## config.mk

```make
export PLATFORM = sky130hd
export DESIGN_NAME = bram_fifo_ctrl_flat
export DESIGN_NICKNAME = d
export VERILOG_FILES = /design/src/rtl/bram_fifo_ctrl_if.sv /design/src/rtl/bram_fifo_ctrl.sv /design/src/flat_wrapper.sv
export SDC_FILE = /design/constraint.sdc
export NUM_CORES = 1
export LEC_CHECK = 0
export CAP_MARGIN = 20
export CORE_MARGIN = 4
export CORE_UTILIZATION = 55
export DETAILED_ROUTE_END_ITERATION = 16
export PLACE_DENSITY = 0.9
export REMOVE_ABC_BUFFERS = 1
export SYNTH_ARGS = -nofsm -noshare
export SYNTH_HDL_FRONTEND = slang
export SYNTH_SLANG_ARGS = --single-unit
```

## constraint.sdc

```tcl
create_clock -name clk -period 3.97 [get_ports clk]
set_input_delay 0.794 -clock clk [delete_from_list [all_inputs] [get_ports clk]]
set_output_delay 0.794 -clock clk [all_outputs]
set_load 0.03 [all_outputs]
```

## src/rtl/bram_fifo_ctrl_if.sv

```systemverilog
// Stream and BRAM-port bundle for bram_fifo_ctrl.
// slave = the FIFO controller; master = producer, consumer and attached BRAM.
interface bram_fifo_ctrl_if #(
  parameter int DATA = 8,
  parameter int ADDR = 10
);
  logic            w_valid;
  logic [DATA-1:0] w_data;
  logic            w_ready;
  logic            r_valid;
  logic [DATA-1:0] r_data;
  logic            r_ready;
  logic            ram_a_we;
  logic [ADDR-1:0] ram_a_addr;
  logic [DATA-1:0] ram_a_write;
  logic [ADDR-1:0] ram_b_addr;
  logic [DATA-1:0] ram_b_read;

  modport slave (
    input  w_valid, w_data, r_ready, ram_b_read,
    output w_ready, r_valid, r_data, ram_a_we, ram_a_addr, ram_a_write, ram_b_addr
  );

  modport master (
    output w_valid, w_data, r_ready, ram_b_read,
    input  w_ready, r_valid, r_data, ram_a_we, ram_a_addr, ram_a_write, ram_b_addr
  );
endinterface

```

## src/rtl/bram_fifo_ctrl.sv

```systemverilog
// Valid/ready stream FIFO around a 1-cycle-latency dual-port BRAM with a 2-entry output skid.
// Optional BRAM_FIFO_LEVEL_EN adds the level and almost_full outputs.
module bram_fifo_ctrl #(
  parameter int DATA  = 8,
  parameter int ADDR  = 10
`ifdef BRAM_FIFO_LEVEL_EN
  , parameter int AFULL = 2**ADDR - 4
`endif
) (
  input  logic            clk,
  input  logic            reset,
  input  logic            flush,
  bram_fifo_ctrl_if.slave bus
`ifdef BRAM_FIFO_LEVEL_EN
  , output logic [ADDR:0] level
  , output logic          almost_full
`endif
);

  localparam logic [ADDR:0]   DEPTH   = {1'b1, {ADDR{1'b0}}};
  localparam logic [ADDR-1:0] PTR_ONE = ADDR'(1);
  localparam logic [ADDR:0]   CNT_ONE = (ADDR+1)'(1);

  // mem_cnt: words written but not yet fetched; level: every word held anywhere.
  typedef struct packed {
    logic [ADDR-1:0]      wr_ptr;
    logic [ADDR-1:0]      rd_ptr;
    logic [ADDR-1:0]      b_addr;
    logic [ADDR:0]        mem_cnt;
    logic [ADDR:0]        level;
    logic                 full;
    logic                 fetch_pend;
    logic [1:0]           skid_cnt;
    logic                 skid_head;
    logic [1:0][DATA-1:0] skid;
  } state_t;

  state_t st_q, st_d;
  logic   push, pop, fetch;
  logic   skid_slot;

  assign push = bus.w_valid & ~st_q.full & ~flush;
  assign pop  = bus.r_valid & bus.r_ready;

  // Fetch only while the skid plus the in-flight word leaves room after this cycle's pop.
  assign fetch = ~flush & (st_q.mem_cnt != '0) &
                 (({1'b0, st_q.skid_cnt} + {2'b00, st_q.fetch_pend}) < (3'd2 + {2'b00, pop}));

  assign skid_slot = st_q.skid_head ^ st_q.skid_cnt[0];

  assign bus.w_ready     = ~st_q.full;
  assign bus.r_valid     = (st_q.skid_cnt != 2'd0);
  assign bus.r_data      = st_q.skid[st_q.skid_head];
  assign bus.ram_a_we    = push;
  assign bus.ram_a_addr  = st_q.wr_ptr;
  assign bus.ram_a_write = bus.w_data;
  assign bus.ram_b_addr  = fetch ? st_q.rd_ptr : st_q.b_addr;

  always_comb begin
    // NOTE: start from the held state so every field has a value on every path (no latches).
    st_d = st_q;
    if (flush) begin
      st_d = '0;
    end else begin
      if (push)  st_d.wr_ptr = st_q.wr_ptr + PTR_ONE;
      if (fetch) st_d.rd_ptr = st_q.rd_ptr + PTR_ONE;
      st_d.b_addr     = bus.ram_b_addr;
      st_d.fetch_pend = fetch;

      case ({push, fetch})
        2'b10:   st_d.mem_cnt = st_q.mem_cnt + CNT_ONE;
        2'b01:   st_d.mem_cnt = st_q.mem_cnt - CNT_ONE;
        default: st_d.mem_cnt = st_q.mem_cnt;
      endcase

      case ({push, pop})
        2'b10:   st_d.level = st_q.level + CNT_ONE;
        2'b01:   st_d.level = st_q.level - CNT_ONE;
        default: st_d.level = st_q.level;
      endcase
      st_d.full = (st_d.level == DEPTH);

      if (st_q.fetch_pend) st_d.skid[skid_slot] = bus.ram_b_read;
      if (pop) st_d.skid_head = ~st_q.skid_head;
      case ({st_q.fetch_pend, pop})
        2'b10:   st_d.skid_cnt = st_q.skid_cnt + 2'd1;
        2'b01:   st_d.skid_cnt = st_q.skid_cnt - 2'd1;
        default: st_d.skid_cnt = st_q.skid_cnt;
      endcase
    end
  end

  // NOTE: the two skid words are reset so r_data reads 0; the BRAM array itself never is.
  always_ff @(posedge clk or posedge reset) begin
    if (reset) st_q <= '0;
    else       st_q <= st_d;
  end

`ifdef BRAM_FIFO_LEVEL_EN
  localparam logic [ADDR:0] AFULL_W = (ADDR+1)'(AFULL);

  logic almost_full_q;

  always_ff @(posedge clk or posedge reset) begin
    if (reset) almost_full_q <= 1'b0;
    else       almost_full_q <= (st_d.level >= AFULL_W);
  end

  assign level       = st_q.level;
  assign almost_full = almost_full_q;
`endif

endmodule

```

## src/flat_wrapper.sv

```systemverilog
// flat-port wrapper written by rule: the top's interface ports become plain ports
module bram_fifo_ctrl_flat 
#(
  parameter int DATA  = 8,
  parameter int ADDR  = 10

)
  (clk, reset, flush, bus_w_valid, bus_w_data, bus_r_ready, bus_ram_b_read, bus_w_ready, bus_r_valid, bus_r_data, bus_ram_a_we, bus_ram_a_addr, bus_ram_a_write, bus_ram_b_addr);
  bram_fifo_ctrl_if #(.DATA(DATA), .ADDR(ADDR)) bus_i ();
  input  logic clk;
  input  logic reset;
  input  logic flush;
  input wire logic [$bits(bus_i.w_valid)-1:0] bus_w_valid;
  input wire logic [$bits(bus_i.w_data)-1:0] bus_w_data;
  input wire logic [$bits(bus_i.r_ready)-1:0] bus_r_ready;
  input wire logic [$bits(bus_i.ram_b_read)-1:0] bus_ram_b_read;
  output wire logic [$bits(bus_i.w_ready)-1:0] bus_w_ready;
  output wire logic [$bits(bus_i.r_valid)-1:0] bus_r_valid;
  output wire logic [$bits(bus_i.r_data)-1:0] bus_r_data;
  output wire logic [$bits(bus_i.ram_a_we)-1:0] bus_ram_a_we;
  output wire logic [$bits(bus_i.ram_a_addr)-1:0] bus_ram_a_addr;
  output wire logic [$bits(bus_i.ram_a_write)-1:0] bus_ram_a_write;
  output wire logic [$bits(bus_i.ram_b_addr)-1:0] bus_ram_b_addr;
  assign bus_i.w_valid = bus_w_valid;
  assign bus_i.w_data = bus_w_data;
  assign bus_i.r_ready = bus_r_ready;
  assign bus_i.ram_b_read = bus_ram_b_read;
  assign bus_w_ready = bus_i.w_ready;
  assign bus_r_valid = bus_i.r_valid;
  assign bus_r_data = bus_i.r_data;
  assign bus_ram_a_we = bus_i.ram_a_we;
  assign bus_ram_a_addr = bus_i.ram_a_addr;
  assign bus_ram_a_write = bus_i.ram_a_write;
  assign bus_ram_b_addr = bus_i.ram_b_addr;
  bram_fifo_ctrl #(.DATA(DATA), .ADDR(ADDR)) u_core (.clk(clk), .reset(reset), .flush(flush), .bus(bus_i));
endmodule
```

==> flow_summary.ini <==
[outcome]
run_status = completed

[power_and_ir_drop]
finalPower_mw = 2.86
p_per_area_mw_per_mm2 = 559
leakage_nw = 2.35
ir_worst_vdd_v = 0.000273

[synthesis]
yosysWarnings = 0
yosysUniqueCellTypes = 71
synth_top_area_share_pct = 40.2
synth_edf_count = 0
synth.area.top_cells = dfrtp_1 40%, nor2_1 6.4%, xor2_1 4.8%
ys_seq_area_share_pct = 40.2
yosys.area.top_type = dfrtp_1
synth-main-ff-cell = dfrtp_1
synth_seq_cells = 73
syn-mean-instance-area_um2 = 9.17
async_flop_share_pct = 100
syn_inst = 495
synthesis.area_mm2 = 0.00454

[drt]
routed_wl_um = 10000
vias_per_cell = 5.98
wire_per_inst_um = 16.2
ant_nets = 0
drt-initial-drc-count = 199
drc = 0
vias = 3695
first_pass_iters = 5

[timing]
hold_violations = 0
timing.hold.ws_ns = 0.538
worstMarginPinSlew_ns = 0.534
maxSlewViolCount = 0
rsz0062_at_grt = no
min_period_ns = 3.72
slew_headroom_pct = 64.4
setup_viol = 0
tns_ns = 0
clock_skew_ns = 0.0117
final.period_utilization_pct = 93.6
max_freq_ghz = 0.269
setup_slack_ns = 0.253

[clock_network]
post_cts_buffers = 0
insertion_delay_ns = 0.35
cts_resized = 0
numClockSinks = 73
cts-htree-levels = 3
tritoncts = built
cts_hold_buf = 0
path_clk_slew_ns = 0.08
clk_path_buf_depth = 2
numCtsBuffers = 9
cts_root_buf = clkbuf_8

[final_layout]
layout_commonest_cell = nor2_1
layout_common_cells = 78 x nor2_1, 73 x dfrtp_1, 51 x nand2_1, 42 x clkdlybuf4s50_1, 25 x xor2_1
final_nets = 542
area_delta_synth_final_pct = 12.6
drive_gt1_share_pct = 11.0
instances_no_fill = 618
diodes = 0

[floorplanning]
io_pins = 60
start_util_pct = 57.6
die_w_um = 98.9
dieArea_mm2 = 0.00977
core_area_mm2 = 0.00789
die_y_um = 98.9
rows = 32

[place]
gp_congestion = 0.881
post-place-cells = 602
place_hpwl_um = 7000
place_ws_ns = 0.0748
port-buffer-count = 43

[setup_path]
startpoint_type = register
critPathArrivalTime_ns = 2.92
worstSetupEndpointType = output port
worst_ep_required_time_ns = 3.18
cp_max_fo = 19
critPathKind = register to output port

[grt]
grt_pass1_wl_um = 17600
antenna_found_initial = 0
first_global_vias = 3777
track_usage_pct = 21.6
grt_max_degree = 50
overflow = 0

[worst_hold_path]
min_path_type = register to register

[run]
cap_violations = 0
[metrics by stage]
| stage | instance area (µm²) | util (%) |
|---|---|---|
| 6_report | 5110 | 64.8 |
| 5_1_grt | 5110 | 64.8 |
| 4_1_cts | 5110 | 64.8 |
| 3_5_place_dp | 4900 | 62.2 |
| 3_3_place_gp | 4900 | 62.2 |
| 2_1_floorplan | 4280 | - |
[synth_stat cells, types with 2 or more instances]
library cell	n
or3b_2	3
nand4_1	7
xnor2_1	17
inv_1	8
mux2i_1	20
nor3_1	8
a31oi_1	4
a21oi_1	11
o211ai_1	2
o2111ai_1	2
dfrtp_1	73
o21ai_0	9
mux2_2	10
or3_1	2
nand2b_1	3
a211oi_1	3
or4b_1	2
nor2_1	78
nor4b_1	2
o221ai_1	2
nand2_1	51
clkbuf_1	18
a22oi_1	3
nor3b_1	4
and3_1	11
and4_1	2
a41oi_1	2
buf_4	18
buf_1	3
buf_2	8
a2111oi_0	3
o21ai_1	4
nor2b_1	16
nand4b_1	2
a22oi_2	2
inv_4	2
ha_1	10
nand3_1	13
xor2_1	25
[power by group]
group          internal (mW)  total (mW)  switching (mW)  leakage, nW
sequential             0.864        1.05           0.188         1.00
combinational          0.509        1.20           0.690         1.24
clock                  0.328       0.608           0.280        0.106
[kinds of logic after synthesis]
family	share of synthesized area [%]
simple gates	24.9
buf+inv	6.78
mux	6.89
compound gates	10.3
flops	40.2
xor+xnor	8.10
fa+ha+maj	2.76
[critical path: stages (launching register included)]
cell             delay, ns
dfrtp_1               0.50
nor4_4                0.36
nand4bb_2             0.20
o311ai_4              0.32
buf_4                 0.31
nand2_1               0.08
nand2_1               0.10
clkdlybuf4s50_1       0.69
[area by class of cell]
cell class / count / area, µm²
clock buffer: 11 / 151
sequential: 73 / 1830
multi-input combinational: 364 / 2410
fill: 579 / 2770
inverter: 10 / 42.5
tap: 102 / 128
clock inverter: 5 / 60.1
timing repair buffer: 53 / 500
[routing by layer]
layer  share of wire [%]  vias to the layer above  track usage (%)  routed length, µm
li1                    -                     1725                -                  -
met1                  42                     1809             27.4               4260
met2                  50                      147             36.8               4990
met3                 6.4                       14             4.18                644
met4                 1.3                        0             7.46                133
met5                   0                        -                0                  0
[worst paths after layout]
kind                                                  start                                   end  slack [ns]  cells after the start
worst max-delay path            u_core.st_q[33]$_DFFE_PP0P_                     bus_ram_b_addr[2]        0.25                      7
worst min-delay path            u_core.st_q[12]$_DFFE_PP0P_           u_core.st_q[12]$_DFFE_PP0P_        0.54                      2
worst max register to register  u_core.st_q[17]$_DFFE_PP0P_             u_core.st_q[20]$_DFF_PP0_        0.73                     12
worst min register to register  u_core.st_q[12]$_DFFE_PP0P_           u_core.st_q[12]$_DFFE_PP0P_        0.54                      2
max in group asynchronous                             reset           u_core.st_q[54]$_DFFE_PP0P_        2.51                      3
min in group asynchronous                             reset  u_core.bus.ram_a_addr[1]$_DFFE_PP0P_        0.75                      2
[flip-flops by register name, summed over array words and instances (netlist names)]
register and cells:
u_core.bus.ram_a_addr 10, u_core.st_q 63
(Power assumes the default switching activity.)
